[src/rtl/req_ack_responder.sv]
// req/ack responder: every sampled request is acknowledged LAT cycles later,
// with a small in-order backlog FIFO absorbing requests that mature under hold.
module req_ack_responder #(
  parameter int LAT   = 1,
  parameter int DEPTH = 4,
  parameter int DW    = 8
) (
  input  logic                   clk,
  input  logic                   rst,
  input  logic                   req,
  input  logic [DW-1:0]          req_data,
  input  logic                   hold,
  input  logic                   clr,
  output logic                   ack,
  output logic [DW-1:0]          ack_data,
  output logic [$clog2(DEPTH):0] pending,
  output logic                   overflow,
  output logic [1:0]             state
);

  localparam int AW = $clog2(DEPTH);
  localparam int PW = AW + 1;

  typedef enum logic [1:0] {
    S_IDLE    = 2'd0,
    S_BUSY    = 2'd1,
    S_BACKLOG = 2'd2
  } state_e;

  if (LAT < 1 || LAT > 8) begin : g_bad_lat
    $error("LAT must be in 1..8");
  end
  if (DEPTH < 2 || DEPTH > 16 || (DEPTH & (DEPTH - 1)) != 0) begin : g_bad_depth
    $error("DEPTH must be a power of two in 2..16");
  end

  logic [LAT-1:0] vld_q;
  logic [LAT-1:0] vld_d;
  logic [DW-1:0]  dat_q [LAT];
  logic [DW-1:0]  dat_d [LAT];

  logic [DW-1:0]  mem_q [DEPTH];
  logic [AW-1:0]  wptr_q;
  logic [AW-1:0]  wptr_d;
  logic [AW-1:0]  rptr_q;
  logic [AW-1:0]  rptr_d;
  logic [PW-1:0]  cnt_q;
  logic [PW-1:0]  cnt_d;

  logic           ack_q;
  logic           ack_d;
  logic [DW-1:0]  ack_data_q;
  logic [DW-1:0]  ack_data_d;
  logic           ovf_q;
  logic           ovf_d;
  state_e         state_q;
  state_e         state_d;

  logic           mat_v;
  logic [DW-1:0]  mat_data;
  logic           empty;
  logic           full;
  logic           pop;
  logic           direct;
  logic           push_need;
  logic           push;
  logic           drop;

  always_comb begin
    vld_d    = '0;
    vld_d[0] = req;
    dat_d[0] = req_data;
    for (int i = 1; i < LAT; i++) begin
      vld_d[i] = vld_q[i-1];
      dat_d[i] = dat_q[i-1];
    end
  end

  always_ff @(posedge clk or posedge rst) begin
    if (rst) begin
      vld_q <= '0;
      for (int i = 0; i < LAT; i++) begin
        dat_q[i] <= '0;
      end
    end else begin
      vld_q <= vld_d;
      dat_q <= dat_d;
    end
  end

  assign mat_v    = vld_q[LAT-1];
  assign mat_data = dat_q[LAT-1];

  assign empty = (cnt_q == '0);
  assign full  = (cnt_q == PW'(DEPTH));

  // The FIFO head always wins over the direct path so ordering holds.
  assign pop       = !hold && !empty;
  assign direct    = !hold && empty && mat_v;
  assign push_need = mat_v && !direct;
  assign push      = push_need && (!full || pop);
  assign drop      = push_need && full && !pop;

  always_comb begin
    wptr_d = wptr_q;
    rptr_d = rptr_q;
    cnt_d  = cnt_q;
    if (push) begin
      wptr_d = wptr_q + 1'b1;
    end
    if (pop) begin
      rptr_d = rptr_q + 1'b1;
    end
    unique case ({push, pop})
      2'b10:   cnt_d = cnt_q + 1'b1;
      2'b01:   cnt_d = cnt_q - 1'b1;
      default: cnt_d = cnt_q;
    endcase
  end

  always_comb begin
    ack_d      = 1'b0;
    ack_data_d = ack_data_q;
    unique case (1'b1)
      pop: begin
        ack_d      = 1'b1;
        ack_data_d = mem_q[rptr_q];
      end
      direct: begin
        ack_d      = 1'b1;
        ack_data_d = mat_data;
      end
      default: ;
    endcase
  end

  always_comb begin
    ovf_d = ovf_q;
    if (clr) begin
      ovf_d = 1'b0;
    end
    if (drop) begin
      ovf_d = 1'b1;
    end
  end

  always_comb begin
    state_d = S_IDLE;
    if (cnt_d != '0) begin
      state_d = S_BACKLOG;
    end else if (|vld_d) begin
      state_d = S_BUSY;
    end
  end

  always_ff @(posedge clk) begin
    if (push) begin
      mem_q[wptr_q] <= mat_data;
    end
  end

  always_ff @(posedge clk or posedge rst) begin
    if (rst) begin
      wptr_q     <= '0;
      rptr_q     <= '0;
      cnt_q      <= '0;
      ack_q      <= 1'b0;
      ack_data_q <= '0;
      ovf_q      <= 1'b0;
      state_q    <= S_IDLE;
    end else begin
      wptr_q     <= wptr_d;
      rptr_q     <= rptr_d;
      cnt_q      <= cnt_d;
      ack_q      <= ack_d;
      ack_data_q <= ack_data_d;
      ovf_q      <= ovf_d;
      state_q    <= state_d;
    end
  end

  assign ack      = ack_q;
  assign ack_data = ack_data_q;
  assign pending  = cnt_q;
  assign overflow = ovf_q;
  assign state    = state_q;

endmodule

[config.mk]
export PLATFORM = sky130hd
export DESIGN_NAME = req_ack_responder
export DESIGN_NICKNAME = d
export VERILOG_FILES = /design/src/rtl/req_ack_responder.sv
export SDC_FILE = /design/constraint.sdc
export NUM_CORES = 1
export LEC_CHECK = 0
export ABC_AREA = 1
export ABC_CLOCK_PERIOD_IN_PS = 1700
export BUFFER_PORTS_ARGS = -buffer_cell sky130_fd_sc_hd__buf_2
export CAP_MARGIN = 20
export CORE_MARGIN = 2
export CORE_UTILIZATION = 45
export DETAILED_ROUTE_END_ITERATION = 16
export GPL_ROUTABILITY_DRIVEN = 1
export PLACE_DENSITY = 0.74
export SYNTH_ARGS = -nofsm -noshare
export SYNTH_HDL_FRONTEND = slang
export SYNTH_SLANG_ARGS = --single-unit
[constraint.sdc]
create_clock -name clk -period 1.7 [get_ports clk]
set_clock_uncertainty 0.1 [all_clocks]
set_input_delay 0.425 -clock clk [delete_from_list [all_inputs] [get_ports clk]]
set_output_delay 0.425 -clock clk [all_outputs]
set_load 0.03 [all_outputs]
# Word-level counts from Yosys, hierarchy flattened
# Memories as Yosys holds them, arrays and structs flattened.
# Cells that the tools add are included.
# totals
ram_bits	32
ff_bits	28
n_memories	1
word_cells	44
input_bits	13
output_inout_bits	15
# mem_list
memory	depth	word_bits	read_ports	rd_clocked_by_memory_dff	wr	line	rtl
mem_q	4	8	1	0	1	42	logic [DW-1:0] mem_q [DEPTH];
# classes
reduce_logical	18
eq_ne	3
n_addsub	4
n_mux	9
# ops
operator	count
8-bit one-hot mux with 2 select lines	1
1-bit logical AND	7
1-bit 2-to-1 mux	6
3-bit one-hot mux with 2 select lines	1
1-bit logical NOT	5
2-bit by 1-bit adder with 2-bit output, second input constant	2
2-bit nonzero test	2
3-bit by 1-bit adder with 3-bit output, second input constant	1
3-bit == test, second input constant	1
3-bit logical NOT	1
3-bit nonzero test	1
3-bit by 1-bit subtractor with 3-bit output, second input constant	1
2-bit by 1-bit == test with 1-bit output, second input constant	1
2-bit == test, second input constant	1
2-bit 2-to-1 mux	1
2-bit OR reduction	1
1-bit logical OR	1

# Longest topological paths before layout
# Gate-level depths: netlist (run 1).
# logic_depth
word_depth	10
ltp_mapped	12
ltp_nobuf	12

# Worst setup path before layout (run 1)
# Ideal clock, no wire load.
# synth_path
kind	register to register
start	reg cnt_q[1], in the netlist pending[1]
end	reg state_q[0], in the netlist state[0]
slack_ns	-0.218
setup_ns	0.069
synth_period_minus_slack_ns	1.918
path_buffers	0
stages_incl_launch_ff	13
required_ns	1.531
t_arrival_ns	1.749
cell_sequence	dfrtp_1 -> nor2_4 -> nand2_2 -> nand3_2 -> inv_1 -> fa_1 -> inv_1 -> nand2_1 -> nand2_1 -> nand2_1 -> nand2_1 -> nand2_2 -> nor2_2
# synth_via
elab_chain_cells	10
elab_cells_between_ends	18
cone_classes	add/sub: 2; eq/ne: 3; mux: 2; reduce/logical: 11
# synth_rtl
element	line	rtl
start, declared	47	logic [PW-1:0] cnt_q;
start signal, assigned	174	cnt_q <= cnt_d;
3-bit logical NOT	94	assign empty = (cnt_q == '0);
1-bit logical AND (2 in series)	99	assign direct = !hold && empty && mat_v;
1-bit logical NOT	100	assign push_need = mat_v && !direct;
1-bit logical AND	100	
1-bit logical AND	101	assign push = push_need && (!full || pop);
2-bit by 1-bit == test with 1-bit output / 2-bit == test (equally long branches)	114	unique case ({push, pop})
3-bit one-hot mux with 2 select lines *	114	
3-bit nonzero test *	149	if (cnt_d != '0) begin
2-bit 2-to-1 mux *	149	
via state_d[0]	57	state_e state_d;
end signal, assigned	178	state_q <= state_d;
end, declared	56	state_e state_q;
# Mark *: on every way through the listed nets, which the timed path passes. The rest lies on a longest branch.
# A chain may end at the register's enable or synchronous reset.

# Final worst setup path (run 1)
# layout_path
start	reg cnt_q[0], in the netlist pending[0]
end	reg state_q[0], in the netlist state[0]
# The elaborated chain is that of the path after synthesis.

==> results of run 1 <==
metrics by stage:
stage                     cell area [µm²]  hold slack, ns  setup WS [ns]  cells
after floorplan                      2470           0.356         -0.130    200
after global placement               2770           0.337        -0.0524    306
after detailed placement             2770           0.333         -0.106    306
after CTS                            2970          0.0842        -0.0286    326
after global routing                 3020          0.0808         -0.216    328
final                                3020           0.102        -0.0721    328
worst max-delay path by stage:
stage	from	endpoint	slack (ns)	depth (start not counted)
floorplan	pending[0]	state[0]	-0.13	10
global placement	hold	mem_q[1][3]	-0.05	6
detailed placement	hold	mem_q[1][2]	-0.11	6
CTS	pending[1]	mem_q[1][3]	-0.03	5
global route	pending[0]	state[0]	-0.22	12
finish	pending[0]	state[0]	-0.07	12
flip-flops by register name, summed over array words and instances (netlist names), 2 cells and up:
register / count
mem_q: 32
ack_data: 8
dat_q: 8
pending: 3
rptr_q: 2
state: 2
wptr_q: 2
cells by family after synthesis:
logic type,synth area share
adders and majority gates,0.0287
AOI/OAI and AO/OA,0.0803
buffers and inverters,0.0471
and+or+nand+nor,0.157
DFF,0.680
xor gates and xnor gates,0.00717
what timing repair did:
item	in CTS	in global routing
endpoints found under the hold margin	9	0
setup endpoints to repair	3	35
gates resized for setup	2	8
buffers inserted	3	2
pin swaps	2	5
hold buffers	1	0
placed cells by master, fill, tap and decap left out, drive strengths merged, types with 12 or more instances in the layout:
cell,synthesis,layout
nor2,24,24
buf,5,46
clkbuf,0,12
inv,19,19
nand3,12,12
nand2,36,36
edfxtp,32,32
dfrtp,28,28
metal layers:
metal  GRT usage  up-vias  routed length (µm)
li1            -      784                   -
met1       0.200      763                1990
met2       0.272       34                2420
met3      0.0698        2                 217
met4      0.0518        0                  17
met5           0        -                   0
cell type report:
class / instances / area, µm² / share of cell area
Timing Repair Buffer: 47 / 304 / 0.101
Clock buffer: 12 / 145 / 0.0480
Inverter: 20 / 75.1 / 0.0248
Multi-Input combinational cell: 115 / 727 / 0.240
Clock inverter: 4 / 17.5 / 0.00579
Tap cell: 70 / 87.6 / 0.0290
Sequential cell: 60 / 1670 / 0.551
worst reg2reg max path, stage by stage, from the launching register on:
cell and delay, ns:
dfrtp_2 0.42, nor2_4 0.16, nand2_4 0.08, nand3_4 0.06, inv_2 0.04, fa_2 0.33
inv_1 0.07, nand2_1 0.07, nand2_1 0.08, nand2_1 0.08, nand2_2 0.09, nand2_2 0.06
nor2_2 0.07
synth_stat cells:
cell,instances,area share
or2_2,5,0.013
or2_0,2,0.0051
o22ai_1,1,0.0026
edfxtp_1,32,0.39
nor2_1,21,0.032
buf_2,2,0.0041
a21oi_1,3,0.0061
o211ai_1,1,0.0031
fa_1,1,0.0082
inv_1,17,0.026
dfrtp_1,28,0.29
o221ai_1,7,0.025
inv_2,2,0.0031
nand3_1,10,0.020
ha_1,4,0.020
xor2_1,2,0.0072
clkinv_1,1,0.0015
nand2_1,28,0.043
nand3_2,2,0.0082
o21ai_0,7,0.014
nor2_4,1,0.0046
buf_6,2,0.0092
nor2_2,2,0.0051
o21bai_1,7,0.021
nand4_2,1,0.0051
o211ai_2,1,0.0051
a31oi_1,1,0.0026
buf_4,1,0.0031
nand2_2,8,0.020
power by group:
group          internal, mW  switching, mW  leakage, nW
registers              1.93          0.217        0.621
clock network         0.554          0.493       0.0852
logic                 0.761           1.31        0.609
total                  3.24           2.02         1.32
==> results.toml, run 1 <==
[clock_network]
clk_latency_ns = 0.33
cts_max_level = 3
cts_tree = "built"
cts_root_buf = "clkbuf_8"
clkSlewWorstSetupHoldPaths_ns = 0.06
clk_path_buf_depth = 2
cts_num_sinks = 60
cts_buffers = 9

[timing]
tightest_slew_ns = 0.535
fin_ws_ns = -0.0721
clock.fmax_mhz = 564
max-slew-margin-rel = 0.644
hold_viol = 0
rsz0062_at_grt = "yes"
min_period_ns = 1.77
setup_viol = 3
fin_crit_sh = 1.04
fin_tns_setup_ns = -0.151
slew_violations = 0

[detailed_routing]
wirelength_um = 4650
remaining_drc_errors = 0
drtIter0Drc = 70
drtAntennaViolNets = 0
dr.pass1.iters = 4
vias = 1583
wire_per_inst_um = 14.2
vias_per_cell = 4.83

[setup_path]
rr_worst_depth = 12
crit_path_start_kind = "flip-flop"
slowest_stage = "dfrtp_2"
max_stage_delay_ns = 0.42
cp_common_cell = "nand2_1"
worst_setup_path_end_kind = "flip-flop"
arrival_ns = 1.93
rrSetupSlack_ns = -0.07
crit_chain = "nor2_4 > nand2_4 > nand3_4 > inv_2 > fa_2 > inv_1 > nand2_1 > nand2_1 > nand2_1 > nand2_2 > nand2_2 > nor2_2"
cp.required_ns = 1.86
critPathTopFamily = "simple AND/OR/NAND/NOR gates"
worstPathMaxFanout = 3
timing.rr.end = "state[0]"
worstSetupPathType = "flip-flop to flip-flop"
crit_buf_inv = 2
r2r_start = "pending[0]"

[floorplan]
rows = 26
die_width_um = 77.7
pin_count = 28
start_util = 0.473
die_area_um2 = 6040
fp.dieH_um = 77.7
core_area_um2 = 5170

[synthesis]
avgSynthCellArea_um2 = 12.2
yosysUniqueCellTypes = 29
ys_seq_area_frac = 0.680
ys_ff_latch = 60
synthCells = 200
synth_nets = 218
synth_area_um2 = 2440
synth_warnings = 0

[run_status]
violations = "setup timing"
outcome = "complete, but fails checks"

[placed_design]
numPortBuffers = 27
place.detailed.hpwl_um = 3050
gp_congestion = 0.774

[layout]
n_fill_cell = 414
finalNetCount = 271
area_growth_pct = 23.6
n_antenna_cell = 0
post-route-util = 0.584
drive_gt1_frac = 0.360

[power_and_ir_drop]
power_leakage_nw = 1.32
power_density_nw_per_um2 = 1740
ir_drop_v = 0.000961
finalPower_mw = 5.26

[global_routing]
first_global_vias = 1548
antenna_found_initial = 0
grtUsageTotal = 0.166
grt_max_degree = 18
grt_pass1_wl_um = 7480
gr-total-overflow = 0

[min_path]
hold_depth = 1
worstHoldEndpoint = "dat_q[4]"
min_path_type = "input port to flip-flop"
holdCritStartpoint = "req_data[4]"

[job]
maxCapViolations = 0
(Power assumes the default switching activity.)
==> run 2: changes to the inputs <==
--- a/config.mk
+++ b/config.mk
@@ -6,14 +6,14 @@
 export NUM_CORES = 1
 export LEC_CHECK = 0
 export ABC_AREA = 1
-export ABC_CLOCK_PERIOD_IN_PS = 1700
+export ABC_CLOCK_PERIOD_IN_PS = 2300
 export BUFFER_PORTS_ARGS = -buffer_cell sky130_fd_sc_hd__buf_2
 export CAP_MARGIN = 20
 export CORE_MARGIN = 2
 export CORE_UTILIZATION = 45
 export DETAILED_ROUTE_END_ITERATION = 16
 export GPL_ROUTABILITY_DRIVEN = 1
-export PLACE_DENSITY = 0.74
+export PLACE_DENSITY = 0.71
 export SYNTH_ARGS = -nofsm -noshare
 export SYNTH_HDL_FRONTEND = slang
 export SYNTH_SLANG_ARGS = --single-unit
==> constraint.sdc (replaced) <==
create_clock -name clk -period 2.3 [get_ports clk]
set_clock_uncertainty 0.1 [all_clocks]
set_input_delay 0.575 -clock clk [delete_from_list [all_inputs] [get_ports clk]]
set_output_delay 0.575 -clock clk [all_outputs]
set_load 0.03 [all_outputs]
==> run 2 against run 1 <==
The run now ends clean. Sequential share of layout area is 1.4 points higher. Clock power is 8% higher. Wire length is 2.3% lower. Cell count is 3.0% lower. Critical path type unchanged. Critical endpoint unchanged.
==> results.toml, run 2 (synthesis results as in run 1) <==
[global_routing]
grt_pass1_wl_um = 7780
gr-total-overflow = 0
first_global_vias = 1599
grtUsageTotal = 0.175
antenna_found_initial = 0
grt_max_degree = 29

[clock_network]
cts_max_level = 3
ctsHoldBuffers = 0
cts_setup_buffers = 0
cts_tree = "built"
clk_path_buf_depth = 2
cts_buffers = 9
cts_root_buf = "clkbuf_8"
cts_num_sinks = 60
cts_resized = 0
clk_latency_ns = 0.34
clkSlewWorstSetupHoldPaths_ns = 0.07

[timing]
hold_viol = 0
min_period_ns = 1.91
setup_viol = 0
fin_crit_sh = 0.828
tightest_slew_ns = 0.521
max-slew-margin-rel = 0.653
slew_violations = 0
rsz0062_at_grt = "no"
fin_tns_setup_ns = 0
clock.fmax_mhz = 525

[layout]
area_growth_pct = 20.3
final_cell_mix = "32 x edfxtp_1, 28 x nand2_1, 28 x dfrtp_1, 27 x buf_2, 21 x nor2_1"
post-route-util = 0.569
n_fill_cell = 439
drive_gt1_frac = 0.302
n_antenna_cell = 0
design_area_um2 = 2940
largest_register_ffs = 32
final_common_cell = "edfxtp_1"
multi_input_area_um2 = 668
largest_register = "mem_q"
ff_latch_area_um2 = 1660
finalNetCount = 261

[detailed_routing]
vias_per_cell = 4.86
remaining_drc_errors = 0
wire_per_inst_um = 14.3
drtAntennaViolNets = 0
dr.pass1.iters = 4
drtIter0Drc = 85
wirelength_um = 4540
vias = 1547

[floorplan]
start_util = 0.473
rows = 26
die_width_um = 77.7
pin_count = 28
core_area_um2 = 5170
die_area_um2 = 6040
fp.dieH_um = 77.7

[run_status]
outcome = "finished clean"

[setup_path]
critPathTopFamily = "simple AND/OR/NAND/NOR gates"
cp.required_ns = 2.48
crit_start = "pending[1]"
worstSetupPathType = "flip-flop to flip-flop"
crit_buf_inv = 2
r2r_start = "pending[1]"
max_stage_delay_ns = 0.45
crit_path_start_kind = "flip-flop"
slowest_stage = "dfrtp_1"
arrival_ns = 2.09
worstPathMaxFanout = 5
crit_chain = "nor2_4 > nand2_2 > nand3_2 > inv_1 > fa_1 > inv_1 > nand2_1 > nand2_1 > nand2_1 > nand2_1 > nand2_2 > nor2_2"
worst_setup_path_end_kind = "flip-flop"
cp_common_cell = "nand2_1"

[job]
maxCapViolations = 0

[power_and_ir_drop]
power_density_nw_per_um2 = 1380
finalPower_mw = 4.05
power_leakage_nw = 1.29
ir_drop_v = 0.000685

[placed_design]
gp_congestion = 0.723
place_area_um2 = 2700
place.detailed.hpwl_um = 2900
numPortBuffers = 27

[min_path]
min_path_type = "input port to asynchronous set/reset pin"
[run 2: cell count changes in the layout (fill, tap and decap cells not counted), moves of 2 or more]
cell / before / now
bufinv_16: 0 / 3
inv_1: 15 / 17
inv_2: 4 / 2
nor2_1: 17 / 21
nand2_1: 26 / 28
clkinv_1: 3 / 1
dfrtp_1: 24 / 28
buf_4: 17 / 10
clkinvlp_4: 0 / 2
nor2_4: 5 / 1
clkbuf_1: 2 / 0
dfrtp_2: 4 / 0
[run 2: stage by stage]
stage | setup WS [ns] | std cells | hold WS [ns]
3_5_place_dp | 0.299 | 302 | 0.360
4_1_cts | 0.360 | 318 | 0.192
6_report | 0.395 | 318 | 0.188
3_3_place_gp | 0.375 | 302 | 0.359
5_1_grt | 0.195 | 318 | 0.213
2_1_floorplan | 0.382 | 200 | 0.369
[run 2: routing by layer]
| layer | up-vias | share of wire | GRT usage |
|---|---|---|---|
| met5 | - | 0 | 0 |
| met4 | 0 | 0.017 | 0.0750 |
| met3 | 11 | 0.053 | 0.0767 |
| met2 | 33 | 0.47 | 0.265 |
| met1 | 737 | 0.46 | 0.219 |
| li1 | 766 | - | - |
[run 2: worst paths after layout]
path                                to  slack, ns  depth (start not counted)
setup reg to reg              state[0]       0.39                         12
hold / removal             ack_data[4]       0.19                          3
hold reg to reg            ack_data[4]       0.37                          2
min in group clk              dat_q[3]       0.23                          1
max in group asynchronous    wptr_q[0]       1.63                          3
setup / recovery              state[0]       0.39                         12
[run 2: report_power, final]
group          total [mW]  switching, mW  internal [mW]
Combinational        1.32          0.857          0.465
Sequential           1.60          0.180           1.42
Clock                1.13          0.415          0.714
Total                4.05           1.45           2.60
[run 2: area by class of cell]
class	count	share of cell area
clock buffers	9	0.0421
clock inverters	7	0.0391
inverters	20	0.0255
multi-input cells	115	0.227
flip-flops and latches	60	0.565
well taps	70	0.0298
repair buffers	37	0.0715
[run 2: worst min-delay path, stage by stage]
cell and delay [ns]:
buf_2 0.09, inv_1 0.04, buf_4 0.34
